### src/rtl/sm1511_motor_pwm.sv
// sm1511_motor_pwm: H-bridge PWM driver with duty ramping, a decel/dead-time
// sequence on direction reversal, and brake/enable overrides.
// Handshake: none; all inputs are level-sampled every clk_50 edge, and speed
// is sampled only at the PWM period boundary.
module sm1511_motor_pwm #(
  parameter int PWM_DIV      = 195,
  parameter int RAMP_STEP    = 4,
  parameter int DEAD_PERIODS = 2
) (
  input  logic       clk_50,
  input  logic       rst_n,
  input  logic       en,
  input  logic       brake,
  input  logic       dir,
  input  logic [7:0] speed,
  output logic       pwm_a,
  output logic       pwm_b,
  output logic [7:0] duty,
  output logic       period_start,
  output logic [1:0] state
);

  localparam logic [1:0] S_IDLE  = 2'd0;
  localparam logic [1:0] S_RUN   = 2'd1;
  localparam logic [1:0] S_DECEL = 2'd2;
  localparam logic [1:0] S_DEAD  = 2'd3;

  localparam int PW = (PWM_DIV < 2) ? 1 : $clog2(PWM_DIV + 1);
  localparam logic [PW-1:0] PRESC_LAST = PW'(PWM_DIV);
  // A zero dead-time request still spends one period in DEAD.
  localparam int DEAD_N = (DEAD_PERIODS < 1) ? 1 : DEAD_PERIODS;
  localparam logic [7:0] DEAD_LAST = 8'(DEAD_N - 1);
  localparam logic [8:0] STEP9 = 9'(RAMP_STEP);

  logic [PW-1:0] presc;
  logic [7:0]    cnt;
  logic [7:0]    dead_cnt;
  logic          ldir;
  logic          tick;
  logic          boundary;
  logic          pwm_on;

  assign tick     = (presc == PRESC_LAST);
  assign boundary = tick && (cnt == 8'hFF);
  assign pwm_on   = (cnt < duty);

  // Move cur toward tgt by at most RAMP_STEP using a 9-bit intermediate
  // that saturates at 0 and 255 and never passes the target.
  function automatic logic [7:0] ramp_to(input logic [7:0] cur, input logic [7:0] tgt);
    logic [8:0] up;
    logic [8:0] dn;
    logic [7:0] res;
    up  = {1'b0, cur} + STEP9;
    dn  = {1'b0, cur} - STEP9;
    res = cur;
    if (up > 9'd255) up = 9'd255;
    if (dn[8]) dn = 9'd0;
    if (tgt > cur) begin
      res = (up > {1'b0, tgt}) ? tgt : up[7:0];
    end else if (tgt < cur) begin
      res = (dn < {1'b0, tgt}) ? tgt : dn[7:0];
    end
    return res;
  endfunction

  // Free-running prescaler, PWM counter and period-start pulse.
  always_ff @(posedge clk_50) begin
    if (!rst_n) begin
      presc        <= '0;
      cnt          <= 8'd0;
      period_start <= 1'b0;
    end else begin
      presc        <= tick ? '0 : presc + 1'b1;
      if (tick) cnt <= cnt + 8'd1;
      period_start <= boundary;
    end
  end

  // Control FSM, duty ramp and registered bridge outputs.
  always_ff @(posedge clk_50) begin
    if (!rst_n) begin
      state    <= S_IDLE;
      duty     <= 8'd0;
      dead_cnt <= 8'd0;
      ldir     <= 1'b1;
      pwm_a    <= 1'b0;
      pwm_b    <= 1'b0;
    end else if (brake) begin
      state    <= S_IDLE;
      duty     <= 8'd0;
      dead_cnt <= 8'd0;
      pwm_a    <= 1'b1;
      pwm_b    <= 1'b1;
    end else if (!en) begin
      state    <= S_IDLE;
      duty     <= 8'd0;
      dead_cnt <= 8'd0;
      pwm_a    <= 1'b0;
      pwm_b    <= 1'b0;
    end else begin
      case (state)
        S_IDLE: begin
          pwm_a <= 1'b0;
          pwm_b <= 1'b0;
          ldir  <= dir;
          state <= S_RUN;
        end
        S_RUN: begin
          pwm_a <= ldir & pwm_on;
          pwm_b <= ~ldir & pwm_on;
          if (boundary) duty <= ramp_to(duty, speed);
          if (dir != ldir) state <= S_DECEL;
        end
        S_DECEL: begin
          pwm_a <= ldir & pwm_on;
          pwm_b <= ~ldir & pwm_on;
          if (boundary) begin
            duty <= ramp_to(duty, 8'd0);
            if (ramp_to(duty, 8'd0) == 8'd0) begin
              state    <= S_DEAD;
              dead_cnt <= 8'd0;
            end
          end
        end
        default: begin
          // DEAD: bridge fully off; leave on the last dead boundary and
          // begin the new-direction ramp at that same boundary.
          pwm_a <= 1'b0;
          pwm_b <= 1'b0;
          if (boundary) begin
            if (dead_cnt == DEAD_LAST) begin
              dead_cnt <= 8'd0;
              ldir     <= dir;
              state    <= S_RUN;
              duty     <= ramp_to(duty, speed);
            end else begin
              dead_cnt <= dead_cnt + 8'd1;
            end
          end
        end
      endcase
    end
  end

endmodule

### config.mk
export PLATFORM = sky130hd
export DESIGN_NAME = sm1511_motor_pwm
export DESIGN_NICKNAME = d
export VERILOG_FILES = /design/src/rtl/sm1511_motor_pwm.sv
export SDC_FILE = /design/constraint.sdc
export NUM_CORES = 1
export LEC_CHECK = 0
export BUFFER_PORTS_ARGS = -buffer_cell sky130_fd_sc_hd__buf_2
export CELL_PAD_IN_SITES_DETAIL_PLACEMENT = 0
export CELL_PAD_IN_SITES_GLOBAL_PLACEMENT = 1
export CORE_ASPECT_RATIO = 2
export CORE_MARGIN = 2
export CORE_UTILIZATION = 39
export CTS_BUF_LIST = sky130_fd_sc_hd__clkbuf_4 sky130_fd_sc_hd__clkbuf_8 sky130_fd_sc_hd__clkbuf_16
export DETAILED_ROUTE_END_ITERATION = 10
export MAX_ROUTING_LAYER = met4
export PLACE_DENSITY = 0.81
export SLEW_MARGIN = 20
export SYNTH_ARGS = -nofsm -noshare
export SYNTH_HDL_FRONTEND = slang
export SYNTH_SLANG_ARGS = --single-unit
### constraint.sdc
create_clock -name clk_50 -period 4.29 [get_ports clk_50]
set_input_delay 0.429 -clock clk_50 [delete_from_list [all_inputs] [get_ports clk_50]]
set_output_delay 0.429 -clock clk_50 [all_outputs]
set_load 0.05 [all_outputs]
==> flow_metrics.tcl <==
set metrics [dict create \
    slowest_stage "or4_1" \
    hold_path_depth 3 \
    final_area_um2 3530 \
    p_total_mw 0.825 \
    layout_common_cells "42 x ha_1, 38 x dfxtp_1, 36 x nand2_1" \
    post_cts_resized 0 \
    io_buffers 25 \
    drive_gt1_share_pct 11.8 \
    p_switching_mw 0.208 \
    seq_power_share_pct 43.8 \
    grt_max_degree 17 \
    routed_wl_um 9510 \
    synth_fp_nets 452 \
    die_w_um 67.4 \
    swShare_pct 25.2 \
    clock-root-buffer "clkbuf_16" \
    path_buf_inv 2 \
    max_freq_mhz 287 \
    postCtsSetupRepairBufs 0 \
    cp-end-kind "register" \
    p_int_mw 0.617 \
    reg2reg_slack_ns 0.81 \
    area_growth_pct 12.7 \
    place_area_um2 3380 \
    first_iter_violations 184 \
    utilization_pct 44.8 \
    final_common_cell "ha_1" \
    clock_latency_ns 0.29 \
    cts_tree "yes" \
    track_usage_pct 24.3 \
    grt_pass1_vias 3132 \
    wire_per_inst_um 18.2 \
    p_leak_nw 1.48 \
    synth.distinct_cells 58 \
    crit_required_ns 4.46 \
    ioPinCount 26 \
    power_density_nw_per_um2 234 \
    max_stage_delay_ns 0.43 \
    async_flop_share_pct 0 \
    initial_core_util_pct 39.7 \
    dp.final_hpwl_um 7620 \
    rsz0062_at_grt "false" \
    power_frac_clock_pct 46.3 \
    syn-instance-count 397 \
    clk_pin_slew_ns 0.06 \
    critical-path-top-delay-family "compound AO/OA/AOI/OAI gates" \
    htreeDepth 2 \
    row_count 46 \
    max_slew_margin_pct 46.4 \
    postSynthAreaPerCell_um2 7.89 \
    fin_setup_tns_ns 0 \
    cap_violations 0 \
    die_h_um 131 \
    fin_cells 521 \
    postRouteAntennaNets 0 \
    placed_cells 513 \
    worst-endpoint-arrival_ns 3.65 \
    start_kind "register" \
    postCtsHoldBufs 0 \
    nNetsFinal 479 \
    gp_congestion 1.00 \
    synth-edff-count 0 \
    drt_pre_antenna_iters 4 \
    ys_ff_latch 38 \
    syn-cell-area_um2 3130 \
    status "completed" \
    crit_type "reg2reg" \
    reg2regPathDepth 14 \
    antenna_found_initial 0 \
    grt_pass1_wl_um 15500 \
    gr-total-overflow 0 \
    core_um2 7890 \
    via_per_inst 5.96 \
    finalHoldViolCount 0 \
    cp.depth 14 \
    critPathMaxFanout 13 \
    slew_violations 0 \
    yosysWarningCount 0 \
    route.detailed.drc 0 \
    tightest_slew_ns 0.783 \
    setup_viol 0 \
    die_area_um2 8810 \
    cts_max_path_buffers 2 \
    path_cells "inv_1 > ha_1 > nand3_1 > or4_1 > o31a_1 > and2_1 > ha_1 > nand3_1 > o31a_1 > o21ai_0 > buf_4 > mux2i_1 > a41oi_1 > o21ai_0" \
    clock_skew_ns 0.00948 \
    pwr-share-comb_pct 9.9 \
    clock-sinks 38 \
    diodes 0 \
    worstHoldPathType "in2reg" \
    yosys_most_used_dff "dfxtp_1" \
    synth-seq-area-share_pct 24.3 \
    vias 3107 \
    cts_buffers 5 \
    ir_worst_vdd_uv 324 \
    post-route-min-period_ns 3.48 \
    period_share_pct 81.1 \
]
-- power groups by stage --
stage                     Clock (mW)  Sequential, mW  Combinational, mW
final                          0.382           0.361             0.0814
after global routing           0.406           0.362             0.0908
after CTS                      0.392           0.361             0.0815
after detailed placement           0           0.369             0.0810
after global placement             0           0.369             0.0810
after floorplan                    0           0.374             0.0477
-- layout make-up --
cell class | instances | area (um^2)
fillers | 801 | 4360
inverters | 24 | 90.1
well taps | 96 | 120
clock inverters | 2 | 12.5
multi-input cells | 324 | 2240
flip-flops and latches | 38 | 761
clock buffers | 6 | 139
repair buffers | 31 | 170
-- cell usage after synthesis, drive strengths merged (2+ instances only) --
cell type,n,share of area (%)
or3,6,1.4
and3,9,1.8
buf,3,0.44
nand2,36,4.3
or2,2,0.40
o211ai,4,0.96
o2bb2ai,2,0.56
mux2i,7,2.2
nand3,19,3.2
nand3b,2,0.48
and2,10,2.0
or4,3,0.72
a211oi,6,1.6
nor2,35,4.2
inv,24,2.9
nor2b,4,0.80
nand2b,2,0.40
o2111ai,3,0.84
o21ai,24,3.8
nor4,3,0.60
o31a,2,0.56
ha,42,17
o21a,3,0.72
nor4b,2,0.56
o22ai,2,0.40
nand4,13,2.6
dfxtp,38,24
xnor2,10,2.8
nor3,9,2.0
a21oi,24,3.8
a211o,2,0.56
xor2,11,3.1
mux2,2,0.72
clkbuf,8,0.96
a21boi,3,0.72
a31oi,4,0.80
a21o,4,0.96
-- layer usage --
layer / wire length, um / share of wire, % / global-route usage, %
met1: 3260 / 34 / 22.2
met2: 5290 / 56 / 45.0
met3: 298 / 3.1 / 3.85
met4: 663 / 7.0 / 15.1
met5: 0 / 0 / -
-- flip-flops by register name, indices dropped and copies added, names as in the netlist --
name / count
pwm_b: 1
presc: 8
pwm_a: 1
ldir: 1
duty: 8
state: 2
cnt: 8
period_start: 1
dead_cnt: 8
-- cell families after synthesis --
family | after synthesis | share of synthesized area [%]
AO/OA/AOI/OAI | 93 | 19.3
buffers and inverters | 35 | 4.27
AND/OR/NAND/NOR | 159 | 26.5
multiplexers | 9 | 2.96
flip-flops | 38 | 24.3
adder cells (fa/ha/maj) | 42 | 16.8
XOR/XNOR | 21 | 5.87
-- worst register-to-register path, cell delays in order (launching register included) --
cell	delay, ns
dfxtp_1	0.33
inv_1	0.13
ha_1	0.41
nand3_1	0.09
or4_1	0.43
o31a_1	0.35
and2_1	0.20
ha_1	0.26
nand3_1	0.09
o31a_1	0.25
o21ai_0	0.08
buf_4	0.23
mux2i_1	0.15
a41oi_1	0.26
o21ai_0	0.11
-- per-stage QoR --
stage / setup slack, ns / hold WS, ns
6_report: 0.810 / 0.410
5_1_grt: 0.607 / 0.443
4_1_cts: 0.841 / 0.404
3_5_place_dp: 0.867 / 0.454
3_3_place_gp: 0.906 / 0.442
2_1_floorplan: 0.401 / 0.430
-- path summary, 6_finish.rpt --
path,startpoint,end
setup / recovery,duty[2],duty[3]
setup reg to reg,duty[2],duty[3]
hold reg to reg,presc[0],presc[0]
hold / removal,dir,ldir
Note: power is estimated with default switching activity, not from simulation.
